## src/rtl/edit_pkg.sv

```systemverilog
// rtl/edit_pkg.sv - shared grid defaults, blank character, FSM and step-direction encodings
package edit_pkg;
  localparam int COLS_DEF = 20;
  localparam int ROWS_DEF = 15;
  localparam logic [6:0] BLANK_CHAR = 7'h20;

  typedef enum logic [2:0] {
    ST_IDLE,
    ST_EDIT,
    ST_WAIT_RECOG,
    ST_WRITE,
    ST_ADVANCE
  } state_t;

  typedef enum logic [1:0] {
    DIR_LEFT,
    DIR_RIGHT,
    DIR_UP,
    DIR_DOWN
  } dir_t;

  // Linear character-buffer address of a grid cell, row-major.
  function automatic logic [8:0] lin_addr(input logic [4:0] x, input logic [3:0] y, input int cols);
    int a;
    a = int'(y) * cols + int'(x);
    return 9'(a);
  endfunction
endpackage

```

## src/rtl/edit_cursor_ctrl_if.sv

```systemverilog
// rtl/edit_cursor_ctrl_if.sv - command, recognizer, character-write and display signals of the cursor controller
interface edit_cursor_ctrl_if;
  logic       mv_left;
  logic       mv_right;
  logic       mv_up;
  logic       mv_down;
  logic       start_edit;
  logic       commit;
  logic       cancel;
  logic       backspace;
  logic       recog_valid;
  logic [6:0] recog_char;
  logic       char_wr_en;
  logic [8:0] char_wr_addr;
  logic [6:0] char_wr_data;
  logic       char_wr_ready;
  logic [4:0] writing_block_x_pos;
  logic [3:0] writing_block_y_pos;
  logic       editing;
  logic       canvas_clear;
  logic       busy;

  modport master (
    output mv_left, mv_right, mv_up, mv_down,
    output start_edit, commit, cancel, backspace,
    output recog_valid, recog_char, char_wr_ready,
    input  char_wr_en, char_wr_addr, char_wr_data,
    input  writing_block_x_pos, writing_block_y_pos, editing, canvas_clear, busy
  );

  modport slave (
    input  mv_left, mv_right, mv_up, mv_down,
    input  start_edit, commit, cancel, backspace,
    input  recog_valid, recog_char, char_wr_ready,
    output char_wr_en, char_wr_addr, char_wr_data,
    output writing_block_x_pos, writing_block_y_pos, editing, canvas_clear, busy
  );
endinterface

```

## src/rtl/grid_pos_step.sv

```systemverilog
// rtl/grid_pos_step.sv - one-cell cursor step with row/column wrap around the grid
module grid_pos_step
  import edit_pkg::*;
#(
  parameter int COLS = COLS_DEF,
  parameter int ROWS = ROWS_DEF
) (
  input  logic [4:0] i_x,
  input  logic [3:0] i_y,
  input  dir_t       i_dir,
  output logic [4:0] o_x,
  output logic [3:0] o_y
);
  localparam logic [4:0] X_MAX = 5'(COLS - 1);
  localparam logic [3:0] Y_MAX = 4'(ROWS - 1);

  always_comb begin
    o_x = i_x;
    o_y = i_y;
    case (i_dir)
      DIR_LEFT: begin
        if (i_x == '0) begin
          o_x = X_MAX;
          o_y = (i_y == '0) ? Y_MAX : i_y - 4'd1;
        end else begin
          o_x = i_x - 5'd1;
        end
      end
      DIR_RIGHT: begin
        if (i_x == X_MAX) begin
          o_x = '0;
          o_y = (i_y == Y_MAX) ? '0 : i_y + 4'd1;
        end else begin
          o_x = i_x + 5'd1;
        end
      end
      DIR_UP:   o_y = (i_y == '0) ? Y_MAX : i_y - 4'd1;
      DIR_DOWN: o_y = (i_y == Y_MAX) ? '0 : i_y + 4'd1;
      default: ;
    endcase
  end
endmodule

```

## src/rtl/edit_cursor_ctrl.sv

```systemverilog
// rtl/edit_cursor_ctrl.sv - cursor movement and handwritten-character edit/write sequencer
module edit_cursor_ctrl
  import edit_pkg::*;
#(
  parameter int COLS    = COLS_DEF,
  parameter int ROWS    = ROWS_DEF,
  parameter int TIMEOUT = 1_000_000
) (
  input logic               clk,
  input logic               rst,
  edit_cursor_ctrl_if.slave bus
);
  localparam int TW = $clog2(TIMEOUT + 1);
  localparam logic [TW-1:0] TMO_LAST = TW'(TIMEOUT - 1);

  state_t          r_state;
  logic [4:0]      r_x;
  logic [3:0]      r_y;
  logic [TW-1:0]   r_tmo;
  logic            r_suppress;
  logic            r_wr_en;
  logic [8:0]      r_wr_addr;
  logic [6:0]      r_wr_data;
  logic            r_editing;
  logic            r_busy;
  logic            r_canvas_clear;
  dir_t            w_dir;
  logic [4:0]      w_nx;
  logic [3:0]      w_ny;
  logic            w_any_move;

  assign w_any_move = bus.mv_left | bus.mv_right | bus.mv_up | bus.mv_down;

  // Backspace shares the left step; ADVANCE always steps right.
  always_comb begin
    w_dir = DIR_RIGHT;
    if (r_state == ST_IDLE) begin
      if (bus.backspace || bus.mv_left) w_dir = DIR_LEFT;
      else if (bus.mv_right)            w_dir = DIR_RIGHT;
      else if (bus.mv_up)               w_dir = DIR_UP;
      else if (bus.mv_down)             w_dir = DIR_DOWN;
    end
  end

  grid_pos_step #(.COLS(COLS), .ROWS(ROWS)) u_step (
    .i_x  (r_x),
    .i_y  (r_y),
    .i_dir(w_dir),
    .o_x  (w_nx),
    .o_y  (w_ny)
  );

  always_ff @(posedge clk) begin
    if (rst) begin
      r_state        <= ST_IDLE;
      r_x            <= '0;
      r_y            <= '0;
      r_tmo          <= '0;
      r_suppress     <= 1'b0;
      r_wr_en        <= 1'b0;
      r_wr_addr      <= '0;
      r_wr_data      <= '0;
      r_editing      <= 1'b0;
      r_busy         <= 1'b0;
      r_canvas_clear <= 1'b0;
    end else begin
      r_canvas_clear <= 1'b0;
      case (r_state)
        ST_IDLE: begin
          if (bus.start_edit) begin
            r_state        <= ST_EDIT;
            r_editing      <= 1'b1;
            r_canvas_clear <= 1'b1;
          end else if (bus.backspace) begin
            r_x        <= w_nx;
            r_y        <= w_ny;
            r_wr_addr  <= lin_addr(w_nx, w_ny, COLS);
            r_wr_data  <= BLANK_CHAR;
            r_wr_en    <= 1'b1;
            r_suppress <= 1'b1;
            r_busy     <= 1'b1;
            r_state    <= ST_WRITE;
          end else if (w_any_move) begin
            r_x <= w_nx;
            r_y <= w_ny;
          end
        end
        ST_EDIT: begin
          if (bus.cancel) begin
            r_state        <= ST_IDLE;
            r_editing      <= 1'b0;
            r_canvas_clear <= 1'b1;
          end else if (bus.commit) begin
            r_state <= ST_WAIT_RECOG;
            r_busy  <= 1'b1;
            r_tmo   <= '0;
          end
        end
        ST_WAIT_RECOG: begin
          if (bus.recog_valid) begin
            r_wr_addr  <= lin_addr(r_x, r_y, COLS);
            r_wr_data  <= bus.recog_char;
            r_wr_en    <= 1'b1;
            r_suppress <= 1'b0;
            r_editing  <= 1'b0;
            r_state    <= ST_WRITE;
          end else if (r_tmo == TMO_LAST) begin
            r_state        <= ST_IDLE;
            r_editing      <= 1'b0;
            r_busy         <= 1'b0;
            r_canvas_clear <= 1'b1;
          end else begin
            r_tmo <= r_tmo + 1'b1;
          end
        end
        ST_WRITE: begin
          if (bus.char_wr_ready) begin
            r_wr_en        <= 1'b0;
            r_canvas_clear <= 1'b1;
            r_state        <= ST_ADVANCE;
          end
        end
        ST_ADVANCE: begin
          if (!r_suppress) begin
            r_x <= w_nx;
            r_y <= w_ny;
          end
          r_busy  <= 1'b0;
          r_state <= ST_IDLE;
        end
        default: r_state <= ST_IDLE;
      endcase
    end
  end

  assign bus.char_wr_en          = r_wr_en;
  assign bus.char_wr_addr        = r_wr_addr;
  assign bus.char_wr_data        = r_wr_data;
  assign bus.writing_block_x_pos = r_x;
  assign bus.writing_block_y_pos = r_y;
  assign bus.editing             = r_editing;
  assign bus.busy                = r_busy;
  assign bus.canvas_clear        = r_canvas_clear;
endmodule

```

## src/flat_wrapper.sv

```systemverilog
// flat-port wrapper written by rule: the top's interface ports become plain ports
module edit_cursor_ctrl_flat import edit_pkg::*;
#(
  parameter int COLS    = COLS_DEF,
  parameter int ROWS    = ROWS_DEF,
  parameter int TIMEOUT = 1_000_000
)
  (clk, rst, bus_mv_left, bus_mv_right, bus_mv_up, bus_mv_down, bus_start_edit, bus_commit, bus_cancel, bus_backspace, bus_recog_valid, bus_recog_char, bus_char_wr_ready, bus_char_wr_en, bus_char_wr_addr, bus_char_wr_data, bus_writing_block_x_pos, bus_writing_block_y_pos, bus_editing, bus_canvas_clear, bus_busy);
  edit_cursor_ctrl_if bus_i ();
  input logic clk;
  input logic rst;
  input wire logic [$bits(bus_i.mv_left)-1:0] bus_mv_left;
  input wire logic [$bits(bus_i.mv_right)-1:0] bus_mv_right;
  input wire logic [$bits(bus_i.mv_up)-1:0] bus_mv_up;
  input wire logic [$bits(bus_i.mv_down)-1:0] bus_mv_down;
  input wire logic [$bits(bus_i.start_edit)-1:0] bus_start_edit;
  input wire logic [$bits(bus_i.commit)-1:0] bus_commit;
  input wire logic [$bits(bus_i.cancel)-1:0] bus_cancel;
  input wire logic [$bits(bus_i.backspace)-1:0] bus_backspace;
  input wire logic [$bits(bus_i.recog_valid)-1:0] bus_recog_valid;
  input wire logic [$bits(bus_i.recog_char)-1:0] bus_recog_char;
  input wire logic [$bits(bus_i.char_wr_ready)-1:0] bus_char_wr_ready;
  output wire logic [$bits(bus_i.char_wr_en)-1:0] bus_char_wr_en;
  output wire logic [$bits(bus_i.char_wr_addr)-1:0] bus_char_wr_addr;
  output wire logic [$bits(bus_i.char_wr_data)-1:0] bus_char_wr_data;
  output wire logic [$bits(bus_i.writing_block_x_pos)-1:0] bus_writing_block_x_pos;
  output wire logic [$bits(bus_i.writing_block_y_pos)-1:0] bus_writing_block_y_pos;
  output wire logic [$bits(bus_i.editing)-1:0] bus_editing;
  output wire logic [$bits(bus_i.canvas_clear)-1:0] bus_canvas_clear;
  output wire logic [$bits(bus_i.busy)-1:0] bus_busy;
  assign bus_i.mv_left = bus_mv_left;
  assign bus_i.mv_right = bus_mv_right;
  assign bus_i.mv_up = bus_mv_up;
  assign bus_i.mv_down = bus_mv_down;
  assign bus_i.start_edit = bus_start_edit;
  assign bus_i.commit = bus_commit;
  assign bus_i.cancel = bus_cancel;
  assign bus_i.backspace = bus_backspace;
  assign bus_i.recog_valid = bus_recog_valid;
  assign bus_i.recog_char = bus_recog_char;
  assign bus_i.char_wr_ready = bus_char_wr_ready;
  assign bus_char_wr_en = bus_i.char_wr_en;
  assign bus_char_wr_addr = bus_i.char_wr_addr;
  assign bus_char_wr_data = bus_i.char_wr_data;
  assign bus_writing_block_x_pos = bus_i.writing_block_x_pos;
  assign bus_writing_block_y_pos = bus_i.writing_block_y_pos;
  assign bus_editing = bus_i.editing;
  assign bus_canvas_clear = bus_i.canvas_clear;
  assign bus_busy = bus_i.busy;
  edit_cursor_ctrl #(.COLS(COLS), .ROWS(ROWS), .TIMEOUT(TIMEOUT)) u_core (.clk(clk), .rst(rst), .bus(bus_i));
endmodule
```

## config.mk

```make
export PLATFORM = sky130hd
export DESIGN_NAME = edit_cursor_ctrl_flat
export DESIGN_NICKNAME = d
export VERILOG_FILES = /design/src/rtl/edit_pkg.sv /design/src/rtl/edit_cursor_ctrl_if.sv /design/src/rtl/grid_pos_step.sv /design/src/rtl/edit_cursor_ctrl.sv /design/src/flat_wrapper.sv
export SDC_FILE = /design/constraint.sdc
export NUM_CORES = 1
export LEC_CHECK = 0
export ABC_AREA = 1
export CORE_MARGIN = 5
export CORE_UTILIZATION = 40
export CTS_BUF_LIST = sky130_fd_sc_hd__clkbuf_4 sky130_fd_sc_hd__clkbuf_8
export CTS_CLUSTER_DIAMETER = 120
export DETAILED_ROUTE_END_ITERATION = 16
export GPL_ROUTABILITY_DRIVEN = 1
export PLACE_DENSITY = 0.6
export SLEW_MARGIN = 0
export SYNTH_ARGS = -nofsm -noshare
export SYNTH_HDL_FRONTEND = slang
export SYNTH_SLANG_ARGS = --single-unit
```

## constraint.sdc

```tcl
create_clock -name clk -period 4.5 [get_ports clk]
set_input_delay 0.9 -clock clk [delete_from_list [all_inputs] [get_ports clk]]
set_output_delay 0.9 -clock clk [all_outputs]
set_load 0.05 [all_outputs]
```

### After elaboration in Yosys (flattened, before gate mapping)

Cells that the tools add are included.

| operators by class | value |
|---|---|
| add/sub/neg operators | 7 |
| reduce and logical (&&, ||, !) cells | 18 |
| bitwise logic cells | 3 |
| equality and inequality tests | 26 |
| muxes and demuxes | 66 |
| multiply operators | 2 |

Operators with widths:

| operator | count |
|---|---|
| 20-bit two-way mux | 4 |
| 20-bit one-hot mux with 2 select lines | 1 |
| 4-bit two-way mux | 8 |
| 5-bit two-way mux | 6 |
| 9-bit two-way mux | 3 |
| 2-bit != test (second input constant) | 11 |
| 3-bit two-way mux | 7 |
| 7-bit two-way mux | 3 |
| 20-bit by 1-bit adder with 20-bit output (second input constant) | 1 |
| 20-bit equality test (second input constant) | 1 |
| 5-bit one-hot mux with 2 select lines | 2 |
| 9-bit by 6-bit adder with 9-bit output | 2 |
| 9-bit one-hot mux with 2 select lines | 1 |
| 1-bit two-way mux | 17 |
| 4-bit one-hot mux with 4 select lines | 1 |
| 4-bit AND reduction | 4 |
| 4-bit by 3-bit multiplier with 7-bit output (second input constant) | 2 |
| 7-bit one-hot mux with 2 select lines | 1 |
| 3-bit one-hot mux with 4 select lines | 1 |
| 2-bit two-way mux | 5 |
| 5-bit AND reduction | 2 |
| 1-bit one-hot mux with 4 select lines | 2 |
| 4-bit one-hot mux with 2 select lines | 1 |
| 7-bit AND reduction | 1 |
| 25 further kinds | 35 |

| word-level totals | value |
|---|---|
| word-level logic and storage cells | 133 |
| output and inout port bits | 29 |
| flip-flop bits (word level) | 53 |
| input bits | 19 |

### Logic depth before layout (Yosys ltp)

Gate-level depths: netlist (run 1).

| depth | value |
|---|---|
| depth after elaboration | 12 |
| depth in mapped cells | 22 |
| depth with buffers taken out | 22 |

### Cells and area by module

Synthesis (run 1) repeated with hierarchy kept, for this count alone.

| second synthesis, totals | value |
|---|---|
| cells, all modules | 649 |
| area, all modules | 4051.4 µm² |

By module, submodules not included:

| module | seq. area each (µm²) | area an instance (µm²) | times used | cells an instance |
|---|---|---|---|---|
| edit_cursor_ctrl | 1061.0 | 3422.0 | 1 | 533 |
| grid_pos_step | 0.0 | 629.4 | 1 | 116 |

### Worst setup path before layout (run 1)

Ideal clock, no wire load.

| timing | value |
|---|---|
| path kind | flip-flop to flip-flop |
| start point | register u_core.r_y[0] (netlist: u_core.bus.writing_block_y_pos[0]) |
| end point | register u_core.r_wr_addr[7] (netlist: u_core.bus.char_wr_addr[7]) |
| stages on the path, launching flop included | 20 |
| path buffers | 0 |
| setup slack | 1000 ps |
| arrival | 3380 ps |
| clock period less this slack | 3500 ps |
| library setup time | 120 ps |
| data required time | 4380 ps |
| cell sequence | dfxtp_1 -> inv_1 -> ha_1 -> nand3_1 -> nand2_1 -> nand2_1 -> o21ai_0 -> or2_1 -> o2111ai_1 -> o21ai_0 -> inv_1 -> ha_1 -> ha_1 -> nand3_1 -> and2_1 -> or2_2 -> nor2_1 -> nand3_1 -> nand3_1 -> a21oi_1 |

| between the ends | value |
|---|---|
| longest elaborated chain between the ends | 9 |
| elaborated cells between the ends (all ways) | 17 |

RTL lines:

| element | RTL line | source |
|---|---|---|
| start: declaration | edit_cursor_ctrl.sv:18 | `logic [3:0] r_y;` |
| start signal: assignment | edit_cursor_ctrl.sv:76 | `r_y <= w_ny;` |
| start signal: assignment | edit_cursor_ctrl.sv:85 | `r_y <= w_ny;` |
| start signal: assignment | edit_cursor_ctrl.sv:126 | `r_y <= w_ny;` |
| 4-bit by 1-bit adder with 4-bit output (tied with other cells) | grid_pos_step.sv:32, grid_pos_step.sv:38 |  |
| 4-bit two-way mux (on tied branches) | n/a |  |
| 4-bit two-way mux (on tied branches) | grid_pos_step.sv:30, grid_pos_step.sv:22 |  |
| 4-bit one-hot mux with 4 select lines * | grid_pos_step.sv:20 | `case (i_dir)` |
| via u_core.u_step.o_y[0] | grid_pos_step.sv:12 | `output logic [3:0] o_y` |
| 4-bit by 3-bit multiplier with 7-bit output * | edit_pkg.sv:25 | `a = int'(y) * cols + int'(x);` |
| 9-bit by 6-bit adder with 9-bit output * | edit_pkg.sv:25 |  |
| 9-bit two-way mux * | edit_cursor_ctrl.sv:74 | `end else if (bus.backspace) begin` |
| 9-bit two-way mux * | edit_cursor_ctrl.sv:70 | `if (bus.start_edit) begin` |
| 9-bit one-hot mux with 2 select lines * | edit_cursor_ctrl.sv:68 | `case (r_state)` |
| end signal: assignment | edit_cursor_ctrl.sv:77 | `r_wr_addr <= lin_addr(w_nx, w_ny, COLS);` |
| end signal: assignment | edit_cursor_ctrl.sv:101 | `r_wr_addr <= lin_addr(r_x, r_y, COLS);` |
| end: declaration | edit_cursor_ctrl.sv:22 | `logic [8:0] r_wr_addr;` |

The timed path passes the listed nets; every way through them passes the cells marked *. The select of a mux whose other input is x is not followed.
A chain may end at the register's enable or synchronous reset.

### Worst setup path in the final report (run 1)

| timing | value |
|---|---|
| start point | input port bus_backspace |
| end point | register u_core.r_wr_addr[7] (netlist: u_core.bus.char_wr_addr[7]) |

| between the ends | value |
|---|---|
| longest elaborated chain between the ends | 10 |
| elaborated cells between the ends (all ways) | 16 |

RTL lines:

| element | RTL line | source |
|---|---|---|
| start: declaration | flat_wrapper.sv:19 | `input wire logic [$bits(bus_i.backspace)-1:0] bus_backspace;` |
| 1-bit logical OR * | edit_cursor_ctrl.sv:38 | `if (bus.backspace \|\| bus.mv_left) w_dir = DIR_LEFT;` |
| 2-bit two-way mux * | edit_cursor_ctrl.sv:38 |  |
| 2-bit two-way mux * | edit_cursor_ctrl.sv:37 | `if (r_state == ST_IDLE) begin` |
| 2-bit equality test (tied with other cells) | grid_pos_step.sv:20 |  |
| 4-bit one-hot mux with 4 select lines * | grid_pos_step.sv:20 |  |
| via u_core.u_step.o_y[0] | grid_pos_step.sv:12 |  |
| 4-bit by 3-bit multiplier with 7-bit output * | edit_pkg.sv:25 |  |
| 9-bit by 6-bit adder with 9-bit output * | edit_pkg.sv:25 |  |
| 9-bit two-way mux * | edit_cursor_ctrl.sv:74 |  |
| 9-bit two-way mux * | edit_cursor_ctrl.sv:70 |  |
| 9-bit one-hot mux with 2 select lines * | edit_cursor_ctrl.sv:68 |  |

Marks and branches as above.

==> metrics.log, run 1 <==
INFO  metric crit_slowest_cell = sky130_fd_sc_hd__clkdlybuf4s50_1
INFO  metric vdd_ir_drop_max = 0.000367 V
INFO  metric most_frequent_cells_in_the_layout = sky130_fd_sc_hd__nand2_1 (119), sky130_fd_sc_hd__inv_1 (75), sky130_fd_sc_hd__nor2_1 (53), sky130_fd_sc_hd__dfxtp_1 (53), sky130_fd_sc_hd__nand3_1 (48)
INFO  metric timing_max_transition_violations_final = 0
INFO  metric wl_per_cell = 14.1 um
INFO  metric cp.arrival = 4270 ps
INFO  metric portion_of_total_power_attributed_to_combinational_logic = 68.8%
INFO  metric detail_route.wirelength = 10.5 mm
INFO  metric post_cts_resize_count = 0
INFO  metric grt_overflow_total = 0
INFO  metric cts_inserted_buffers = 5
INFO  metric post-place-cells = 739
INFO  metric yosys-top-cells-area = sky130_fd_sc_hd__dfxtp_1 (28%), sky130_fd_sc_hd__nand2_1 (12%), sky130_fd_sc_hd__inv_1 (7.3%)
INFO  metric finalNonFillerCells = 747
INFO  metric timing.slew.headroom = 54.2%
INFO  metric clock_latency_on_the_worst_skew_pair = 320 ps
INFO  metric tritoncts = done
INFO  metric hold_path_startpoint = u_core.bus.char_wr_data[2]$_SDFFE_PP0P_
INFO  metric vias_in_the_first_global_route = 3659
INFO  metric worst_case_hold_path_end_point = u_core.bus.char_wr_data[2]$_SDFFE_PP0P_
INFO  metric area_growth = 16.8%
INFO  metric grt_first_pass_wirelength = 17.5 mm
INFO  metric regToRegSetupSlack = 890 ps
INFO  metric critical_path_cell_by_cell = clkdlybuf4s50_1 -> nor2_1 -> nand2_1 -> nand2_1 -> o21a_1 -> inv_1 -> or2_1 -> o2111ai_1 -> o21ai_0 -> inv_1 -> ha_1 -> ha_1 -> nand3_1 -> and2_1 -> or2_2 -> o21ai_0 -> nand3_1 -> a21oi_1
INFO  metric antennaDiodeCount = 0
INFO  metric drive_gt1_share = 4.85%
INFO  metric floorplan.initialDensity = 41.3%
INFO  metric die-area = 11700 um2
INFO  metric syn-instance-count = 578
INFO  metric grt_max_degree = 30
INFO  metric crit_buf_inv = 3
INFO  metric drt-initial-drc-count = 167
INFO  metric fin_crit_sh = 89.7%
INFO  metric worst_setup_hold_path_clk_slew = 110 ps
INFO  metric ios = 48
INFO  metric finalCoreUtilization = 48.2%
INFO  metric worst_path_dominant_cell_family = simple AND/OR/NAND/NOR gates
INFO  metric nets = 662
INFO  metric synth_enable_flop_cells = 0
INFO  metric final.setup.tns = 0 ps
INFO  metric async_reset_ff_share = 0%
INFO  metric yosys_register_bits = 53
INFO  metric worstPathMaxFanout = 7
INFO  metric hold_depth = 2
INFO  metric final.min_clock_period = 4040 ps
INFO  metric floorplan.core_area = 9330 um2
INFO  metric grtUsageTotal = 18.3%
INFO  metric critPathCaptureType = flop
INFO  metric drv_cap = 0
INFO  metric number_of_port_buffers = 47
INFO  metric hold_path_class = flop to flop
INFO  metric report.final.hold_viol_count = 0
INFO  metric sequential_share_of_power = 22.1%
INFO  metric p_sw = 1.77 mW
INFO  metric power.total = 3.20 mW
INFO  metric final_common_cell = sky130_fd_sc_hd__nand2_1
INFO  metric critical_path_s_largest_stage_delay = 470 ps
INFO  metric clockPowerShare = 9.0%
INFO  metric unrepaired_setup_endpoints_after_global_routing = false
INFO  metric cts-htree-levels = 2
INFO  metric die_h = 108 um
INFO  metric synthDominantCellAreaShare = 27.5%
INFO  metric worst_pin_slew = 684 ps
INFO  metric vias_cell = 5.20
INFO  metric die_width = 108 um
INFO  metric timing.rr.start = u_core.bus.writing_block_y_pos[0]$_SDFFE_PP0P_
INFO  metric depth_of_the_worst_register_to_register_path = 18
INFO  metric worstSetupStartpointType = input pin
INFO  metric route.vias.total = 3886
INFO  metric post_cts_hold_buffer_count = 0
INFO  metric share_of_synthesized_area_occupied_by_flip_flops_and_latches = 27.5%
INFO  metric dpl_cell_area = 4410 um2
INFO  metric powerDensity = 711 nW/um2
INFO  metric placementRows = 35
INFO  metric outcome = complete, no violations
INFO  metric clk_root_buffer_cell = sky130_fd_sc_hd__clkbuf_8
INFO  metric route.antenna.remaining_nets = 0
INFO  metric syn-num-nets = 623
INFO  metric antenna_found_initial = 0
INFO  metric post_synth_num_cell_types = 49
INFO  metric ys_warn_count = 0
INFO  metric crit_required = 4740 ps
INFO  metric final_area = 4500 um2
INFO  metric cts.sink_count = 53
INFO  metric final_wtd_congestion = 0.940
INFO  metric rr_endpoint = u_core.bus.char_wr_addr[7]$_SDFFE_PP0P_
INFO  metric syn-mean-instance-area = 6.67 um2
INFO  metric internal-power = 1.43 mW
INFO  metric timing.final.setup_violations = 0
INFO  metric sw_frac_of_total = 55.4%
INFO  metric synthesis.area = 3850 um2
INFO  metric cts-root-to-sink-buffers = 2
INFO  metric final.setup_skew = 18.6 ps
INFO  metric fmaxAchievable = 248 MHz
INFO  metric post_cts_buffers = 0
INFO  metric path_class = input pin to flop
INFO  metric drt-pass1-iter-count = 4
INFO  metric power.leakage = 1.89 nW
INFO  metric synth-main-ff-cell = sky130_fd_sc_hd__dfxtp_1
INFO  metric synth_top_area_cell = sky130_fd_sc_hd__dfxtp_1
INFO  metric post_dp_hpwl = 7.98 mm
INFO  metric detail_route.drc_violations = 0
## per-layer routing
| metal | part of all wire [%] | vias to the layer above | global-route usage [%] |
|---|---|---|---|
| li1 | - | 2012 | - |
| met1 | 48 | 1801 | 23.8 |
| met2 | 48 | 59 | 32.1 |
| met3 | 2.7 | 14 | 2.57 |
| met4 | 1.3 | 0 | 4.24 |
| met5 | 0 | - | 0 |
## how the worst max path moves through the flow
stage / from / end / slack [ps] / depth (start not counted)
4_1_cts: bus_backspace / u_core.bus.char_wr_addr[7]$_SDFFE_PP0P_ / 520 / 18
2_1_floorplan: u_core.bus.writing_block_y_pos[0]$_SDFFE_PP0P_ / u_core.bus.char_wr_addr[7]$_SDFFE_PP0P_ / 1000 / 19
3_3_place_gp: bus_backspace / u_core.bus.char_wr_addr[7]$_SDFFE_PP0P_ / 340 / 18
6_report: bus_backspace / u_core.bus.char_wr_addr[7]$_SDFFE_PP0P_ / 460 / 18
5_1_grt: bus_backspace / u_core.bus.char_wr_addr[7]$_SDFFE_PP0P_ / 120 / 18
3_5_place_dp: bus_backspace / u_core.bus.char_wr_addr[7]$_SDFFE_PP0P_ / 200 / 18
## area by class of cell
type	instances	area [um2]
Inverter	79	297
Fill cell	968	4830
Sequential cell	53	1060
Timing Repair Buffer	49	485
Clock inverter	3	25.0
Tap cell	129	161
Clock buffer	5	68.8
Multi-Input combinational cell	429	2400
## cells by family (layout without fill, tap and decap cells)
kind of cell	after synthesis	count (layout)	share of synthesized area [%]
AO/OA/AOI/OAI	114	114	17.5
XOR/XNOR	14	14	3.18
adder cells (fa/ha/maj)	26	26	9.22
buffers and inverters	96	136	10.1
flip-flops	53	53	27.5
AND/OR/NAND/NOR	275	275	32.4
## cells in the mapped netlist, types with 3 or more instances
master	count
sky130_fd_sc_hd__nor2_2	5
sky130_fd_sc_hd__a31oi_1	6
sky130_fd_sc_hd__xnor2_1	4
sky130_fd_sc_hd__inv_1	75
sky130_fd_sc_hd__ha_1	22
sky130_fd_sc_hd__dfxtp_1	53
sky130_fd_sc_hd__xor2_1	10
sky130_fd_sc_hd__nand3_1	48
sky130_fd_sc_hd__nor2_1	53
sky130_fd_sc_hd__clkbuf_1	5
sky130_fd_sc_hd__a211oi_1	6
sky130_fd_sc_hd__a21o_1	3
sky130_fd_sc_hd__fa_1	4
sky130_fd_sc_hd__nor3_1	17
sky130_fd_sc_hd__nand3b_1	3
sky130_fd_sc_hd__o21ai_0	37
sky130_fd_sc_hd__nand4_1	13
sky130_fd_sc_hd__nor4_1	4
sky130_fd_sc_hd__buf_2	6
sky130_fd_sc_hd__nand2_1	119
sky130_fd_sc_hd__o211ai_1	4
sky130_fd_sc_hd__inv_2	3
sky130_fd_sc_hd__a21oi_1	43
## registers in the layout, summed over array words and instances (netlist names)
register                        cells
u_core.r_suppress                   1
u_core.bus.writing_block_x_pos      5
u_core.bus.char_wr_data             7
u_core.bus.canvas_clear             1
u_core.bus.char_wr_addr             9
u_core.r_state                      3
u_core.bus.editing                  1
u_core.bus.busy                     1
u_core.r_tmo                       20
u_core.bus.writing_block_y_pos      4
u_core.bus.char_wr_en               1
## power groups by stage
stage	sequential [mW]	combinational [mW]	clock (mW)
after global placement	0.719	2.18	0
final	0.709	2.20	0.288
after global routing	0.729	2.47	0.314
after floorplan	0.994	1.36	0
after detailed placement	0.718	2.20	0
after CTS	0.710	2.21	0.300
## stage by stage
| stage | hold WS, ps | setup WS [ps] |
|---|---|---|
| 2_1_floorplan | 456 | 1000 |
| 3_3_place_gp | 447 | 340 |
| 3_5_place_dp | 457 | 196 |
| 4_1_cts | 474 | 525 |
| 5_1_grt | 500 | 115 |
| 6_report | 470 | 464 |
## tightest hold or removal path, stage by stage (launching register included)
cell                      delay, ps
sky130_fd_sc_hd__dfxtp_1        330
sky130_fd_sc_hd__nand2_1         60
sky130_fd_sc_hd__a21oi_1         50
Note: power is estimated with default switching activity, not from simulation.
==> run 2, diff against run 1 <==
- CORE_MARGIN: 5 -> default
- PLACE_DENSITY: 0.6 -> 0.59
- SYNTH_HIERARCHICAL: default -> 1
==> metrics.log, run 2 <==
INFO  metric final.setup_skew = 14.7 ps (was 18.6 ps)
INFO  metric syn-num-nets = 693 (was 623)
INFO  metric worstSetupStartpointType = input pin (unchanged)
INFO  metric post_dp_hpwl = 8.13 mm (was 7.98 mm)
INFO  metric grt_util_met2 = 36.9% (was 32.1%)
INFO  metric detail_route.drc_violations = 0 (unchanged)
INFO  metric drt-pass1-iter-count = 4 (unchanged)
INFO  metric sw_frac_of_total = 55.3% (was 55.4%)
INFO  metric gr-usage-met3 = 2.92% (was 2.57%)
INFO  metric final_common_cell = sky130_fd_sc_hd__nand2_1 (unchanged)
INFO  metric worst_path_dominant_cell_family = simple AND/OR/NAND/NOR gates (unchanged)
INFO  metric critical_path_s_largest_stage_delay = 500 ps (was 470 ps)
INFO  metric synthDominantCellAreaShare = 26.2% (was 27.5%)
INFO  metric share_of_synthesized_area_occupied_by_flip_flops_and_latches = 26.2% (was 27.5%)
INFO  metric grt_max_degree = 32 (was 30)
INFO  metric syn-instance-count = 649 (was 578)
INFO  metric post_cts_buffers = 0 (unchanged)
INFO  metric fin_crit_sh = 89.7% (about the same)
INFO  metric placementRows = 36 (was 35)
INFO  metric vdd_ir_drop_max = 0.000376 V (was 0.000367 V)
INFO  metric crit_slowest_cell = sky130_fd_sc_hd__fa_1 (was sky130_fd_sc_hd__clkdlybuf4s50_1)
INFO  metric route.antenna.remaining_nets = 0 (unchanged)
INFO  metric synth_top_cells_by_count = sky130_fd_sc_hd__nand2_1 (159), sky130_fd_sc_hd__nor2_1 (104), sky130_fd_sc_hd__inv_1 (72) (was sky130_fd_sc_hd__nand2_1 (119), sky130_fd_sc_hd__inv_1 (75), sky130_fd_sc_hd__dfxtp_1 (53), sky130_fd_sc_hd__nor2_1 (53), sky130_fd_sc_hd__nand3_1 (48))
INFO  metric cts-htree-levels = 2 (unchanged)
INFO  metric crit_required = 4720 ps (was 4740 ps)
INFO  metric portion_of_total_power_attributed_to_combinational_logic = 66.4% (was 68.8%)
INFO  metric post_synth_num_cell_types = 37 (was 49)
INFO  metric cp.arrival = 4260 ps (was 4270 ps)
INFO  metric outcome = complete, no violations (unchanged)
INFO  metric post_cts_hold_buffer_count = 0 (unchanged)
INFO  metric internal-power = 1.41 mW (was 1.43 mW)
INFO  metric final.setup.tns = 0 ps (unchanged)
INFO  metric crit_buf_inv = 4 (was 3)
INFO  metric vias_in_the_first_global_route = 3876 (was 3659)
INFO  metric clk_root_buffer_cell = sky130_fd_sc_hd__clkbuf_8 (unchanged)
INFO  metric route.vias.total = 4230 (was 3886)
INFO  metric number_of_port_buffers = 47 (unchanged)
INFO  metric floorplan.initialDensity = 41.4% (was 41.3%)
INFO  metric async_reset_ff_share = 0% (unchanged)
INFO  metric most_frequent_cells_in_the_layout = sky130_fd_sc_hd__nand2_1 (159), sky130_fd_sc_hd__nor2_1 (104), sky130_fd_sc_hd__inv_1 (72), sky130_fd_sc_hd__nand3_1 (69), sky130_fd_sc_hd__dfxtp_1 (53) (was sky130_fd_sc_hd__nand2_1 (119), sky130_fd_sc_hd__inv_1 (75), sky130_fd_sc_hd__nor2_1 (53), sky130_fd_sc_hd__dfxtp_1 (53), sky130_fd_sc_hd__nand3_1 (48))
INFO  metric critPathCaptureType = flop (unchanged)
INFO  metric power.total = 3.16 mW (was 3.20 mW)
INFO  metric largest_register_ff_count = 20 (unchanged)
INFO  metric synth_top_area_cell = sky130_fd_sc_hd__dfxtp_1 (unchanged)
INFO  metric met1_usage = 31.7% (was 23.8%)
INFO  metric p_sw = 1.75 mW (was 1.77 mW)
INFO  metric area_growth = 16.7% (was 16.8%)
INFO  metric cts.sink_count = 53 (unchanged)
INFO  metric fmaxAchievable = 248 MHz (about the same)
INFO  metric cts-root-to-sink-buffers = 2 (unchanged)
INFO  metric die_width = 103 um (was 108 um)
INFO  metric final.min_clock_period = 4040 ps (about the same)
INFO  metric hold_path_class = flop to flop (unchanged)
INFO  metric die-area = 10500 um2 (was 11700 um2)
INFO  metric synthesis.area = 4050 um2 (was 3850 um2)
INFO  metric power.leakage = 2.00 nW (was 1.89 nW)
INFO  metric antennaDiodeCount = 0 (unchanged)
INFO  metric path_class = input pin to flop (unchanged)
INFO  metric yosys-top-cells-area = sky130_fd_sc_hd__dfxtp_1 (26%), sky130_fd_sc_hd__nand2_1 (15%), sky130_fd_sc_hd__nor2_1 (9.6%) (was sky130_fd_sc_hd__dfxtp_1 (28%), sky130_fd_sc_hd__nand2_1 (12%), sky130_fd_sc_hd__inv_1 (7.3%))
INFO  metric final_wtd_congestion = 0.944 (was 0.940)
INFO  metric synth_enable_flop_cells = 0 (unchanged)
INFO  metric die_h = 103 um (was 108 um)
INFO  metric critical_path_cell_by_cell = clkdlybuf4s50_1 -> nor2_1 -> nand2_1 -> nor3_1 -> buf_4 -> nor2_1 -> nand4_1 -> nor2_1 -> nor2_1 -> nand3b_1 -> ha_1 -> ha_1 -> fa_1 -> inv_1 -> nor2_1 -> nand3_1 -> nand3_1 -> nand3_1 -> nand2_1 -> inv_1 (was clkdlybuf4s50_1 -> nor2_1 -> nand2_1 -> nand2_1 -> o21a_1 -> inv_1 -> or2_1 -> o2111ai_1 -> o21ai_0 -> inv_1 -> ha_1 -> ha_1 -> nand3_1 -> and2_1 -> or2_2 -> o21ai_0 -> nand3_1 -> a21oi_1)
INFO  metric ios = 48 (unchanged)
INFO  metric synthMostInstantiatedCell = sky130_fd_sc_hd__nand2_1 (unchanged)
INFO  metric timing.slew.headroom = 50.7% (was 54.2%)
INFO  metric worst_path_most_repeated_cell = sky130_fd_sc_hd__nor2_1
INFO  metric grt_overflow_total = 0 (unchanged)
INFO  metric cts_inserted_buffers = 5 (unchanged)
INFO  metric yosys_register_bits = 53 (unchanged)
INFO  metric worst_setup_hold_path_clk_slew = 120 ps (was 110 ps)
INFO  metric floorplan.core_area = 9770 um2 (was 9330 um2)
INFO  metric grtUsageTotal = 22.6% (was 18.3%)
INFO  metric clock_latency_on_the_worst_skew_pair = 320 ps (about the same)
INFO  metric regMostFlops = u_core/r_tmo (was u_core.r_tmo)
INFO  metric syn-mean-instance-area = 6.24 um2 (was 6.67 um2)
INFO  metric drt-initial-drc-count = 220 (was 167)
INFO  metric clockPowerShare = 9.6% (was 9.0%)
INFO  metric tritoncts = done (unchanged)
INFO  metric drv_cap = 0 (unchanged)
INFO  metric gr-max-usage-layer = met2 (unchanged)
INFO  metric worst_pin_slew = 739 ps (was 684 ps)
INFO  metric unrepaired_setup_endpoints_after_global_routing = false (unchanged)
INFO  metric wl_per_cell = 13.6 um (was 14.1 um)
INFO  metric grt_first_pass_wirelength = 18.7 mm (was 17.5 mm)
INFO  metric antenna_found_initial = 0 (unchanged)
INFO  metric report.final.hold_viol_count = 0 (unchanged)
INFO  metric ys_warn_count = 6 (was 0)
INFO  metric post_cts_resize_count = 0 (unchanged)
INFO  metric sequential_share_of_power = 23.9% (was 22.1%)
INFO  metric nets = 734 (was 662)
INFO  metric detail_route.wirelength = 11.2 mm (was 10.5 mm)
INFO  metric finalCoreUtilization = 48.4% (was 48.2%)
INFO  metric synth-main-ff-cell = sky130_fd_sc_hd__dfxtp_1 (unchanged)
INFO  metric powerDensity = 669 nW/um2 (was 711 nW/um2)
INFO  metric timing_max_transition_violations_final = 0 (unchanged)
INFO  metric drive_gt1_share = 5.07% (was 4.85%)
INFO  metric timing.final.setup_violations = 0 (unchanged)
INFO  metric worstPathMaxFanout = 7 (unchanged)
INFO  metric vias_cell = 5.13 (was 5.20)
[run 2: logic make-up after synthesis]
| logic type | after synthesis | share of synthesized area [%] |
|---|---|---|
| AO/OA/AOI/OAI | 85 | 11.6 |
| XOR/XNOR | 16 | 3.46 |
| adder cells (fa/ha/maj) | 25 | 8.46 |
| buffers and inverters | 95 | 9.60 |
| flip-flops | 53 | 26.2 |
| AND/OR/NAND/NOR | 375 | 40.7 |
[run 2: tightest hold or removal path, cell delays in order (launching register included)]
cell,delay (ps)
sky130_fd_sc_hd__dfxtp_1,330
sky130_fd_sc_hd__nand2_1,60
sky130_fd_sc_hd__a21oi_1,50
[run 2: power by group through the flow]
stage / clock network (mW) / logic (mW) / registers (mW)
2_1_floorplan: 0 / 1.30 / 1.00
3_3_place_gp: 0 / 2.08 / 0.768
3_5_place_dp: 0 / 2.08 / 0.767
4_1_cts: 0.313 / 2.09 / 0.758
5_1_grt: 0.334 / 2.35 / 0.782
6_report: 0.305 / 2.10 / 0.756
[run 2: area by class of cell]
type                            count  area [um2]
Timing Repair Buffer               53         515
Fill cell                        1017        5050
Sequential cell                    53        1060
Multi-Input combinational cell    501        2600
Tap cell                          133         166
Inverter                           76         285
Clock buffer                        5        68.8
Clock inverter                      3        28.8
[run 2: metrics by stage]
step,cell area (um2),hold WS (ps),setup slack (ps),instances
floorplan,4050,437,546,649
global placement,4630,447,273,816
detailed placement,4630,453,157,816
CTS,4730,471,495,824
global route,4730,486,91.1,824
finish,4730,469,463,824
[run 2: path summary, 6_finish.rpt]
kind | depth (start not counted) | slack (ps) | from | endpoint
max | 20 | 460 | bus_backspace | u_core/bus.char_wr_addr[8]$_SDFFE_PP0P_
min | 2 | 470 | u_core/bus.busy$_SDFFE_PP0P_ | u_core/bus.busy$_SDFFE_PP0P_
max reg2reg | 19 | 920 | u_core/r_state[0]$_SDFFE_PP0P_ | u_core/bus.char_wr_addr[8]$_SDFFE_PP0P_
min reg2reg | 2 | 470 | u_core/bus.busy$_SDFFE_PP0P_ | u_core/bus.busy$_SDFFE_PP0P_
[run 2: routing by layer]
layer | share of wire (%) | routed length, um
met1 | 50 | 5650
met2 | 44 | 4940
met3 | 4.5 | 510
met4 | 1.0 | 117
met5 | 0 | 0
==> run 3, diff against run 2 <==
- TNS_END_PERCENT: default -> 30
==> results of run 3 <==
No change in the layout: final DEF, timing and power equal those of run 2.
